**src/rtl/jk_bank_sequencer.sv**
```systemverilog
// Sequences a bank of external JK flip-flops: clear/set/load/toggle and
// multi-step up/down counting, with registered J/K drive pulses.
module jk_bank_sequencer #(
  parameter int WIDTH = 4
) (
  input  logic             clk,
  input  logic             rst,
  input  logic             cmd_valid,
  output logic             cmd_ready,
  input  logic [2:0]       cmd,
  input  logic [WIDTH-1:0] cmd_data,
  input  logic [3:0]       cmd_steps,
  input  logic [WIDTH-1:0] q_in,
  output logic [WIDTH-1:0] j,
  output logic [WIDTH-1:0] k,
  output logic             done,
  output logic             wrap,
  output logic             err
);

  typedef enum logic [1:0] {
    IDLE,
    APPLY,
    SETTLE,
    DONE
  } state_t;

  localparam logic [2:0] OP_NOP    = 3'd0;
  localparam logic [2:0] OP_CLEAR  = 3'd1;
  localparam logic [2:0] OP_SET    = 3'd2;
  localparam logic [2:0] OP_LOAD   = 3'd3;
  localparam logic [2:0] OP_TOGGLE = 3'd4;
  localparam logic [2:0] OP_UP     = 3'd5;
  localparam logic [2:0] OP_DOWN   = 3'd6;
  localparam logic [2:0] OP_RSVD   = 3'd7;

  localparam logic [WIDTH-1:0] ONES = '1;

  state_t           state;
  logic [2:0]       op_r;
  logic [WIDTH-1:0] data_r;
  logic [3:0]       steps_r;
  logic             wrap_pend;

  logic [2:0]       op_sel;
  logic [WIDTH-1:0] data_sel;
  logic [WIDTH-1:0] nj;
  logic [WIDTH-1:0] nk;
  logic             nwrap;
  logic             is_cnt;
  logic             direct;

  // Bit i toggles when all lower bits would carry (up) or borrow (down).
  function automatic logic [WIDTH-1:0] carry_mask(
    input logic [WIDTH-1:0] v
  );
    logic [WIDTH-1:0] m;
    m[0] = 1'b1;
    for (int i = 1; i < WIDTH; i++) begin
      m[i] = m[i-1] & v[i-1];
    end
    return m;
  endfunction

  assign cmd_ready = (state == IDLE);

  assign op_sel   = (state == IDLE) ? cmd : op_r;
  assign data_sel = (state == IDLE) ? cmd_data : data_r;

  assign is_cnt = (op_r == OP_UP) || (op_r == OP_DOWN);

  assign direct = (cmd == OP_NOP) || (cmd == OP_RSVD) ||
                  (((cmd == OP_UP) || (cmd == OP_DOWN)) &&
                   (cmd_steps == 4'd0));

  always_comb begin
    nj    = '0;
    nk    = '0;
    nwrap = 1'b0;
    unique case (op_sel)
      OP_CLEAR: nk = ONES;
      OP_SET:   nj = ONES;
      OP_LOAD: begin
        nj = data_sel;
        nk = ~data_sel;
      end
      OP_TOGGLE: begin
        nj = data_sel;
        nk = data_sel;
      end
      OP_UP: begin
        nj    = carry_mask(q_in);
        nk    = nj;
        nwrap = (q_in == ONES);
      end
      OP_DOWN: begin
        nj    = carry_mask(~q_in);
        nk    = nj;
        nwrap = (q_in == '0);
      end
      default: begin
        nj = '0;
        nk = '0;
      end
    endcase
  end

  always_ff @(posedge clk or posedge rst) begin
    if (rst) begin
      state     <= IDLE;
      op_r      <= OP_NOP;
      data_r    <= '0;
      steps_r   <= '0;
      wrap_pend <= 1'b0;
      j         <= '0;
      k         <= '0;
      done      <= 1'b0;
      wrap      <= 1'b0;
      err       <= 1'b0;
    end else begin
      j    <= '0;
      k    <= '0;
      done <= 1'b0;
      wrap <= 1'b0;
      err  <= 1'b0;
      unique case (state)
        IDLE: begin
          if (cmd_valid) begin
            op_r    <= cmd;
            data_r  <= cmd_data;
            steps_r <= cmd_steps;
            if (direct) begin
              state <= DONE;
              done  <= 1'b1;
              err   <= (cmd == OP_RSVD);
            end else begin
              state     <= APPLY;
              j         <= nj;
              k         <= nk;
              wrap_pend <= nwrap;
            end
          end
        end
        APPLY: begin
          state <= SETTLE;
          wrap  <= wrap_pend;
        end
        SETTLE: begin
          if (is_cnt) begin
            steps_r <= steps_r - 4'd1;
          end
          // Next step's drive is taken from the settled bank value.
          if (is_cnt && (steps_r != 4'd1)) begin
            state     <= APPLY;
            j         <= nj;
            k         <= nk;
            wrap_pend <= nwrap;
          end else begin
            state <= DONE;
            done  <= 1'b1;
          end
        end
        DONE: begin
          state <= IDLE;
        end
        default: state <= IDLE;
      endcase
    end
  end

endmodule

```
**config.mk**
```make
export PLATFORM = sky130hd
export DESIGN_NAME = jk_bank_sequencer
export DESIGN_NICKNAME = d
export VERILOG_FILES = /design/src/rtl/jk_bank_sequencer.sv
export SDC_FILE = /design/constraint.sdc
export NUM_CORES = 1
export LEC_CHECK = 0
export ABC_AREA = 1
export BUFFER_PORTS_ARGS = -buffer_cell sky130_fd_sc_hd__buf_2
export CELL_PAD_IN_SITES_DETAIL_PLACEMENT = 0
export CELL_PAD_IN_SITES_GLOBAL_PLACEMENT = 1
export CORE_MARGIN = 2
export CORE_UTILIZATION = 40
export DETAILED_ROUTE_END_ITERATION = 7
export PLACE_DENSITY = 0.88
export REMOVE_ABC_BUFFERS = 1
export SLEW_MARGIN = 20
export SYNTH_ARGS = -nofsm -noshare
export SYNTH_HDL_FRONTEND = slang
export SYNTH_SLANG_ARGS = --single-unit
```
**constraint.sdc**
```tcl
create_clock -name clk -period 2.74 [get_ports clk]
set_input_delay 0.274 -clock clk [delete_from_list [all_inputs] [get_ports clk]]
set_output_delay 0.274 -clock clk [all_outputs]
set_load 0.01 [all_outputs]
```
==> summary.txt <==
STA
  – Setup violators final: 0
  – Tcrit/Tclk final: 0.6742
  – Slew headroom: 0.3774
  – RSZ-0062 raised after global routing: no
  – Minimum clock period: 1.847 ns
  – FMAX: 0.5413 GHz
  – Clock skew: 0.002856 ns
  – Fin. max-slew vios: 0
  – Least-Margin Pin Slew: 0.9329 ns
  – Final setup TNS: 0 ns
  – Fin. Hold Viols: 0

Power
  – Reg power frac: 0.303
  – Peak supply drop: 0.4008 mV
  – Combinational power share: 0.580
  – Internal power: 937.8 uW
  – Switch share: 0.4961
  – Lkg Pwr: 0.9706 nW
  – Total power per unit cell area: 1053 nW/um^2
  – Clock power frac: 0.117
  – Psw: 923.2 uW

Logic synthesis
  – EDFF count, synth: 0
  – Area leader, netlist: dfrtp_1
  – Share of synthesized registers carrying an async set or reset: 1.000
  – Synth Area per Inst: 6.985 sq um
  – Cells after synthesis: 218
  – Post-synthesis sequential area ratio: 0.4108
  – Commonest cells in the netlist: nand2_1, nor2_1, inv_1
  – Post-Synth XOR/XNOR Area: 0.01150
  – Main synth FF type: dfrtp_1
  – Synth warn: 0
  – Adder-cell share of the synthesized area: 0.01643
  – Most common cell in the synthesized netlist: nand2_1
  – Top-area cell type share of the netlist area: 0.4108
  – #FFs+latches synth: 25
  – Synth Area in Simple Gates: 0.3681
  – Mux contribution to synthesized area: 0
  – Area contributors post-synth: dfrtp_1, nand2_1, o21ai_0, nor2_1, inv_1
  – Cell Area, Synth: 1523 sq um
  – Compound-gate portion of the synthesized area: 0.1167
  – Combinational family with the most area after synthesis: simple AND/OR/NAND/NOR gates
  – Post-synth cell types: 23

Routing
  – Routed vias: 1416
  – Router iterations before antenna repair: 4
  – Final WL: 3.325 mm
  – WL/cell: 11.16 microns
  – Initial drt markers: 82
  – Vias per Instance: 4.752
  – ANT nets after route: 0
  – Residual DRC: 0

Layout
  – Util after Layout: 0.4826
  – Share of post-route cells with drive strength above 1: 0.2200
  – # diodes: 0
  – Synthesis-to-layout area growth: 16.02%
  – Number of fill cells: 394
  – Nets@finish: 271

Hold path
  – Hold Path Class: input port to async pin

Critical path
  – R2R cell count: 8
  – Crit path capture type: register
  – CP most frequent cell: nand2_1
  – Critical-path cell list: nor2_2, nand2_1, nand2_2, nor2_1, nand2_1, nand2_1, o21ai_1, nor2_1
  – Max incr delay on CP: 0.46 ns
  – Worst EP required: 2.89 ns
  – Crit start category: register
  – Worst Path Arrival: 2.00 ns
  – Worst Path Max Fanout: 14
  – Crit Path Category: register to register
  – Worst reg2reg endpoint: j[1]$_DFF_PP0_
  – Reg2reg setup slack: 0.89 ns
  – Reg2Reg Launch Point: state[0]$_DFFE_PP0P_
  – CP max stage cell: dfrtp_1

Clock tree
  – Clock Latency Late Sink: 0.27 ns
  – PostCTS Resize Cnt: 0
  – Clock sink count: 25
  – TritonCTS clock tree: done
  – CTS clock-pin slew for the worst setup and hold paths: 0.09 ns
  – CTS hold repair buffers: 0
  – Root Buffer Master: clkbuf_8
  – Longest Clk Path Bufs: 2
  – H-tree depth: 1
  – Postcts setup bufs: 0
  – CTS buffer count: 3

GRT
  – Grt ovf: 0
  – First-pass GRT wire length: 5.934 mm
  – Vias in the first global route: 1323
  – Antenna violations before repair: 0
  – Largest net degree at the start of global routing: 26
  – Overall Global Routing Usage: 0.1771

Placed design
  – Buffers on Ports: 29
  – RD Place Congestion: 0.8070
  – DP HPWL: 2.649 mm

Floorplan
  – Core area: 3661 sq um
  – Row count: 22
  – Die Ht: 65.70 microns
  – I/O pin total: 30
  – Die area: 4316 sq um
  – Initial Util: 0.4159
  – Die Wd: 65.70 microns

Outcome
  – Status: completed

Flow run
  – Max Cap Viol: 0
metrics by stage:
step           setup WS, ns  instance area, sq um  std cells  hold WS [ns]  power [mW]
2_1_floorplan         1.084                  1508        216        0.3013       1.390
3_3_place_gp         0.9053                  1720        294        0.4704       1.656
3_5_place_dp         0.9133                  1720        294        0.4662       1.653
4_1_cts              0.8955                  1767        298        0.2322       1.877
5_1_grt              0.6564                  1767        298        0.2422       2.076
6_report             0.8927                  1767        298        0.2041       1.861
layout make-up:
| class | instances | area (sq um) | area share |
|---|---|---|---|
| multi-input combinational | 164 | 780.7 | 0.4419 |
| sequential | 25 | 625.6 | 0.3541 |
| timing repair buffer | 30 | 152.6 | 0.08640 |
| inverter | 27 | 101.3 | 0.05737 |
| tap | 48 | 60.06 | 0.03399 |
| clock buffer | 3 | 41.29 | 0.02337 |
| clock inverter | 1 | 5.005 | 0.002833 |
flip-flops by register name, summed over array words and instances (netlist names):
register   cells
steps_r        4
j              4
data_r         4
k              4
state          2
err            1
wrap_pend      1
done           1
op_r           3
wrap           1
power groups by stage:
stage / registers (mW) / clock network (mW) / logic [mW]
after global routing: 0.580 / 0.239 / 1.26
after CTS: 0.565 / 0.224 / 1.09
final: 0.564 / 0.218 / 1.08
after detailed placement: 0.571 / 0 / 1.08
after floorplan: 0.566 / 0 / 0.824
after global placement: 0.566 / 0 / 1.09
cells in the final DEF (no fill, tap or decap), drive strengths merged:
cell type,instances
nand2,75
nor2,32
buf,30
inv,27
dfrtp,25
o21ai,25
nand3,16
a21oi,4
o211ai,3
clkbuf,3
xor2,2
or2,2
ha,2
nand4,1
nor3,1
a31oi,1
clkinv,1
worst max-delay path: cells and delay by family (launching register included):
family	cells	cell delay, ns
AO/OA/AOI/OAI	1	0.26
AND/OR/NAND/NOR	7	1.00
flip-flops	1	0.46
worst max-delay path by stage:
stage / slack (ns) / startpoint / end / depth (start not counted)
final: 0.89 / state[0]$_DFFE_PP0P_ / j[1]$_DFF_PP0_ / 8
after global routing: 0.66 / state[0]$_DFFE_PP0P_ / k[0]$_DFF_PP0_ / 9
after CTS: 0.90 / state[0]$_DFFE_PP0P_ / k[0]$_DFF_PP0_ / 7
after detailed placement: 0.91 / state[0]$_DFFE_PP0P_ / k[0]$_DFF_PP0_ / 8
after global placement: 0.91 / state[0]$_DFFE_PP0P_ / k[0]$_DFF_PP0_ / 7
after floorplan: 1.08 / state[0]$_DFFE_PP0P_ / j[1]$_DFF_PP0_ / 8
routing by layer:
metal  global-route usage  vias to the layer above  wire length (microns)
met2               0.2689                       22                   1433
met4              0.06250                        0                     27
li1                     -                      755                      -
met1               0.2579                      637                   1732
met5                    0                        -                      0
met3              0.02226                        2                    131
kinds of logic (layout without fill, tap and decap cells):
logic type / after synthesis / count (layout)
AO/OA/AOI/OAI: 33 / 33
XOR/XNOR: 2 / 2
adder cells (fa/ha/maj): 2 / 2
buffers and inverters: 29 / 61
flip-flops: 25 / 25
AND/OR/NAND/NOR: 127 / 127
Power figures use the tool's default switching activity.
